## config.mk

```make
export PLATFORM = sky130hd
export DESIGN_NAME = serial_byte_tx
export DESIGN_NICKNAME = d
export VERILOG_FILES = /design/src/rtl/serial_byte_tx.sv
export SDC_FILE = /design/constraint.sdc
export NUM_CORES = 1
export LEC_CHECK = 0
export BUFFER_PORTS_ARGS = -buffer_cell sky130_fd_sc_hd__buf_4
export CAP_MARGIN = 30
export CORE_ASPECT_RATIO = 0.7
export CORE_MARGIN = 2
export CORE_UTILIZATION = 60
export DETAILED_ROUTE_END_ITERATION = 10
export GPL_TIMING_DRIVEN = 0
export PLACE_DENSITY = 0.81
export SLEW_MARGIN = 20
export SYNTH_ARGS = -nofsm -noshare
export SYNTH_HDL_FRONTEND = slang
export SYNTH_SLANG_ARGS = --single-unit
```

## constraint.sdc

```tcl
create_clock -name clk -period 3.6 [get_ports clk]
set_input_delay 0.72 -clock clk [delete_from_list [all_inputs] [get_ports clk]]
set_output_delay 0.72 -clock clk [all_outputs]
set_load 0.01 [all_outputs]
```

## src/rtl/serial_byte_tx.sv

```systemverilog
// serial_byte_tx: valid/ready byte to LSB-first serial frame with one-entry holding register
module serial_byte_tx #(
  parameter int CLKS_PER_BIT = 1,
  parameter int PARITY_EN    = 0,
  parameter int PARITY_ODD   = 0,
  parameter int STOP_BITS    = 1
) (
  input  logic       clk,
  input  logic       reset,
  input  logic [7:0] in_byte,
  input  logic       in_valid,
  output logic       in_ready,
  output logic       out,
  output logic       busy
);
  localparam int CW = CLKS_PER_BIT > 1 ? $clog2(CLKS_PER_BIT) : 1;
  typedef enum logic [2:0] {IDLE, START, DATA, PARITY, STOP} state_t;
  state_t state, state_n;
  logic [CW-1:0] cnt, cnt_n;
  logic [2:0] bit_idx, bit_n;
  logic [7:0] shift, shift_n, hold, hold_n;
  logic hold_full, hold_full_n, par, par_n, out_n;
  logic last, frame_end, accept, load_new;
  assign in_ready = !hold_full;
  always_comb begin
    last = cnt == CW'(CLKS_PER_BIT - 1);
    frame_end = state == STOP && last && bit_idx == 3'(STOP_BITS - 1);
    accept = in_valid && !hold_full;
    load_new = accept && (state == IDLE || (frame_end && !hold_full));
    state_n = state;
    cnt_n = last ? '0 : cnt + CW'(1);
    bit_n = bit_idx;
    shift_n = shift;
    hold_n = hold;
    hold_full_n = hold_full;
    par_n = par;
    case (state)
      IDLE: cnt_n = '0;
      START: if (last) begin
        state_n = DATA;
        bit_n = '0;
      end
      DATA: if (last) begin
        shift_n = shift >> 1;
        bit_n = bit_idx + 3'd1;
        if (bit_idx == 3'd7) begin
          state_n = PARITY_EN != 0 ? PARITY : STOP;
          bit_n = '0;
        end
      end
      PARITY: if (last) state_n = STOP;
      STOP: if (last) begin
        bit_n = bit_idx + 3'd1;
        if (frame_end) begin
          state_n = IDLE;
          bit_n = '0;
        end
      end
      default: state_n = IDLE;
    endcase
    // A frame ending with the holding register full chains straight into the next start bit
    if (frame_end && hold_full) begin
      state_n = START;
      shift_n = hold;
      par_n = ^hold ^ (PARITY_ODD != 0);
      hold_full_n = 1'b0;
    end else if (load_new) begin
      state_n = START;
      shift_n = in_byte;
      par_n = ^in_byte ^ (PARITY_ODD != 0);
      cnt_n = '0;
      bit_n = '0;
    end else if (accept) begin
      hold_n = in_byte;
      hold_full_n = 1'b1;
    end
    out_n = state_n == START ? 1'b0 : state_n == DATA ? shift_n[0] : state_n == PARITY ? par_n : 1'b1;
  end
  always_ff @(posedge clk) begin
    if (reset) begin
      state <= IDLE;
      cnt <= '0;
      bit_idx <= '0;
      shift <= '0;
      hold <= '0;
      hold_full <= 1'b0;
      par <= 1'b0;
      out <= 1'b1;
      busy <= 1'b0;
    end else begin
      state <= state_n;
      cnt <= cnt_n;
      bit_idx <= bit_n;
      shift <= shift_n;
      hold <= hold_n;
      hold_full <= hold_full_n;
      par <= par_n;
      out <= out_n;
      busy <= state_n != IDLE;
    end
  end
endmodule

```

# [Word-level counts from Yosys, hierarchy flattened]
# Index checks and enable logic that the tools add are counted.
[classes] reduce_logical=18 eq_ne=9 n_mux=30 n_bitwise=3 add_sub_neg=2
[ops] op="3-bit two-way mux" n=15
[ops] op="8-bit two-way mux" n=4
[ops] op="8-bit parity" n=2
[ops] op="3-bit case mux with 5 select lines" n=1
[ops] op="3-bit by 2-bit equality test with 1-bit output, second input constant" n=4
[ops] op="1-bit two-way mux" n=9
[ops] op="3-bit case mux with 3 select lines" n=1
[ops] op="3-bit by 1-bit equality test with 1-bit output, second input constant" n=2
[ops] op="3-bit equality test, second input constant" n=2
[ops] op="1-bit logical AND" n=6
[ops] op="3-bit logical NOT" n=2
[ops] op="3-bit nonzero test" n=2
[ops] op="2-bit AND reduction" n=2
[ops] op="3-bit by 1-bit adder with 3-bit output, second input constant" n=1
[ops] op="3-bit by 1-bit inequality test with 1-bit output, second input constant" n=1
[ops] op="1-bit NOT" n=3
[ops] op="3-bit AND reduction" n=1
[ops] op="2-bit OR reduction" n=1
[ops] op="1-bit adder, second input constant" n=1
[ops] op="1-bit logical NOT" n=1
[ops] op="1-bit logical OR" n=1
[word_totals] elab_cells=72 ff_bits=27 output_inout_bits=3

# [Longest topological paths before layout]
[depth] ltp_word=12 mapped_depth=8 depth_no_buf=7

# [Least setup slack after synthesis]
# No wires, ideal clock.
[synth_timing] path_type="input -> register" start="in in_valid" end="reg shift[3]" path_slack_ns=1.866 arrival_time_ns=1.604 setup_ns=0.130 stages=6 t_required_ns=3.470 cell_sequence="nand2b_4 a2111oi_4 buf_6 nor3_1 a221oi_1 nor3_1"
[synth_via] elab_chain_len=4 elab_cells_between_ends=7 classes_between="eq/ne (1); mux (2); reduce/logical (4)"
[synth_rtl] item="start: declaration" line_no="11" text="input logic in_valid,"
[synth_rtl] item="1-bit logical AND *" line_no="28" text="accept = in_valid && !hold_full;"
[synth_rtl] item="1-bit logical AND *" line_no="29" text="load_new = accept && (state == IDLE || (frame_end && !hold_full));"
[synth_rtl] item="3-bit by 1-bit inequality test with 1-bit output (no source line), or another cell as far along"
[synth_rtl] item="2-bit AND reduction (no source line) or 8-bit two-way mux (tied branches)"
[synth_rtl] item="end signal: assignment" line_no="94" text="shift <= shift_n;"
[synth_rtl] item="end: declaration" line_no="21" text="logic [7:0] shift, shift_n, hold, hold_n;"
# Mark *: on every way between the ends. The rest lies on a longest branch, timed or not.
# A chain may end at the register's enable or synchronous reset.

# [Final worst setup path]
[layout_timing] start="reg bit_idx[0]" end="reg shift[2]"
[layout_via] elab_chain_len=7 elab_cells_between_ends=11 classes_between="eq/ne (1); mux (2); reduce/logical (8)"
[layout_rtl] item="start: declaration" line_no="20" text="logic [2:0] bit_idx, bit_n;"
[layout_rtl] item="start signal: assignment" line_no="93" text="bit_idx <= bit_n;"
[layout_rtl] item="3-bit logical NOT *" line_no="27" text="frame_end = state == STOP && last && bit_idx == 3'(STOP_BITS - 1);"
[layout_rtl] item="1-bit logical AND *" line_no="27"
[layout_rtl] item="1-bit logical AND" line_no="29"
[layout_rtl] item="1-bit logical OR" line_no="29"
[layout_rtl] item="1-bit logical AND" line_no="29"
[layout_rtl] item="3-bit by 1-bit inequality test with 1-bit output (no source line), or another cell as far along"
[layout_rtl] item="2-bit AND reduction (no source line) or 8-bit two-way mux (tied branches)"
# Marked as above.

==> results.yml <==
clock_tree:
  cts_tree: "yes"
  cts_buffer_depth: 2
  ctsHoldBuffers: 0
  cts-buffers-inserted: 3
  ctsResizeCount: 0
  cts-root-buf: "clkbuf_4"
  htreeDepth: 1
  cts.sinks: 25
  cts.clk_slew.worst_paths_ns: 0.13
  post_cts_buffers: 0
  clk_latency_ns: 0.32
final_layout:
  fillCellCount: 161
  drive_gt1_share_pct: 20.5
  multi_input_area_um2: 667
  seqCellArea_um2: 500
  fin_nets: 176
  syn_to_final_growth_pct: 11.4
  antenna_cells: 0
placement:
  hpwl_um: 1950
  gp_congestion: 0.852
  port_buffers: 12
routing:
  drt-total-wl_um: 2690
  drt-initial-drc-count: 75
  drcViolationCount: 0
  firstDrtPassIters: 6
  via_per_inst: 5.91
  routedWlPerCell_um: 14.7
  vias: 1081
  antenna_left: 0
synthesis:
  synth.distinct_cells: 33
  synthMuxAreaShare_pct: 7.07
  synthDominantCellAreaShare_pct: 39.3
  synth_edf_count: 0
  yosys.area_share.xor_xnor_pct: 0.688
  synth-seq-area-share_pct: 39.3
  ys.flop_type: "dfxtp_1"
  avgSynthCellArea_um2: 8.78
  yosysTopAreaCell: "dfxtp_1"
  synth_area_um2: 1270
  synthTopCellsByCount: "nor2_1, dfxtp_1, nor3_1"
  synthArstFlopShare_pct: 0
  yosys_warnings: 0
  synth_fp_nets: 159
  synth_compound_area_share_pct: 16.9
  synth_cells: 145
  synth_simple_gate_area_share_pct: 24.0
  synth_area_leaders: "dfxtp_1, nor2_1, mux2i_1, nor3_1, a221oi_2"
  synthAdderAreaFrac_pct: 3.73
  synth_top_family_by_area: "simple AND/OR/NAND/NOR gates"
  synth-seq-cells: 25
  yosysMostFrequentCell: "nor2_1"
global_route:
  grt_max_degree: 15
  globalRouteOverflowTotal: 0
  antenna_found_initial: 0
  groute.usage.overall_pct: 23.1
  grt_pass1_wl_um: 4370
  grt_pass1_vias: 929
floorplanning:
  die_y_um: 42.6
  fp-row-count: 13
  ios: 14
  core-area_um2: 1940
  start_util_pct: 65.8
  dieArea_um2: 2510
  die_w_um: 59.1
sta:
  finalHoldViolCount: 0
  skew_ns: 0.00365
  worst_pin_slew_ns: 0.497
  fin_crit_sh_pct: 53.3
  slew_headroom_pct: 66.9
  setup-violations-final: 0
  tns_ns: 0
  worst_hold_slack_ns: 0.498
  grt_setup_unrepaired: "false"
  fin_crit_ns: 1.92
  clock.fmax_mhz: 521
  slew_violations: 0
worst_setup_path:
  criticalPathCategory: "flip-flop to flip-flop"
  end_kind: "flip-flop"
  crit_top_cell: "nor3_1"
  slowest_delay_ns: 0.41
  required_ns: 3.81
  crit_slowest_cell: "a2111oi_4"
  cp-start-kind: "flip-flop"
  arrival_ns: 2.13
  path_cells: "inv_1 > ha_1 > nand2b_4 > a2111oi_4 > buf_6 > nor3_1 > a221oi_1 > nor3_1"
  cp_max_fo: 9
power:
  leakage_nw: 0.574
  p_switching_mw: 0.182
  pwr-share-seq_pct: 53.1
  intPower_mw: 0.415
  power_density_nw_per_um2: 420
  power.total_mw: 0.596
  power.clock.fraction_pct: 20.9
  p_comb_share_pct: 25.9
  vdd_drop_max_uv: 341
  p_sw_share_pct: 30.5
hold_path:
  hold_class: "flip-flop to flip-flop"
outcome:
  status: "finished, final reports clean"
run:
  maxCapViolCount: 0
==> critical path: cells and delay by family (launching register included) <==
family	cells	cell delay, ns
buf+inv	2	0.29
compound gates	2	0.65
simple gates	3	0.25
flops	1	0.36
fa+ha+maj	1	0.25
==> layer usage <==
| layer | wire length [um] | up-vias | GRT usage (%) |
|---|---|---|---|
| met2 | 1190 | 50 | 34.2 |
| li1 | - | 539 | - |
| met5 | 0 | - | 0 |
| met4 | 10 | 0 | 1.36 |
| met3 | 243 | 2 | 6.48 |
| met1 | 1250 | 490 | 34.7 |
==> placed cells by master (no fill, tap or decap), types with 2 or more instances in the layout <==
| master | instances |
|---|---|
| a221oi_1 | 4 |
| nor4_1 | 2 |
| clkbuf_1 | 3 |
| inv_1 | 5 |
| nor3_1 | 17 |
| nor2_1 | 27 |
| a221oi_2 | 3 |
| nand2b_4 | 2 |
| buf_4 | 16 |
| or3b_1 | 2 |
| dfxtp_1 | 25 |
| o21ai_0 | 4 |
| clkbuf_4 | 3 |
| buf_2 | 4 |
| a21oi_1 | 8 |
| ha_1 | 3 |
| mux2i_1 | 9 |
| nand3_1 | 3 |
| nand2_1 | 4 |
| buf_6 | 2 |
==> state kept, by name (all words and copies together) (netlist names) <==
| signal | count |
|---|---|
| bit_idx | 3 |
| hold_full | 1 |
| shift | 8 |
| busy | 1 |
| hold | 8 |
| state | 3 |
| out | 1 |
==> final cells by class <==
type / instances / share of cell area [%]
Buffer: 14 / 6.17
Clock buffer: 3 / 1.59
Inverter: 5 / 1.32
Sequential cell: 25 / 35.3
Timing Repair Buffer: 12 / 6.35
Multi-Input combinational cell: 101 / 47.0
Tap cell: 22 / 1.94
Clock inverter: 1 / 0.353
==> stage by stage <==
step	util (%)	setup slack, ns	cell area, um^2	std cells
floorplan	-	1.87	1270	145
global placement	71.9	1.69	1390	179
detailed placement	71.9	1.65	1390	179
CTS	73.3	1.69	1420	183
global route	73.3	1.56	1420	183
finish	73.3	1.68	1420	183
==> final timing paths <==
path,startpoint,slack [ns],cells after the start,to
setup / recovery,bit_idx[0],1.68,8,shift[2]
hold / removal,shift[7],0.50,2,shift[7]
setup reg to reg,bit_idx[0],1.68,8,shift[2]
hold reg to reg,shift[7],0.50,2,shift[7]
==> logic make-up after synthesis <==
| group | after synthesis |
|---|---|
| AO/OA/AOI/OAI | 26 |
| adder cells (fa/ha/maj) | 4 |
| XOR/XNOR | 1 |
| multiplexers | 9 |
| AND/OR/NAND/NOR | 61 |
| flip-flops | 25 |
| buffers and inverters | 19 |
==> power groups by stage <==
stage,Combinational [mW],Clock (mW),Sequential [mW]
global route,0.169,0.142,0.320
global placement,0.148,0,0.322
detailed placement,0.152,0,0.323
finish,0.155,0.125,0.317
floorplan,0.114,0,0.321
CTS,0.154,0.127,0.317
(Power assumes the default switching activity.)
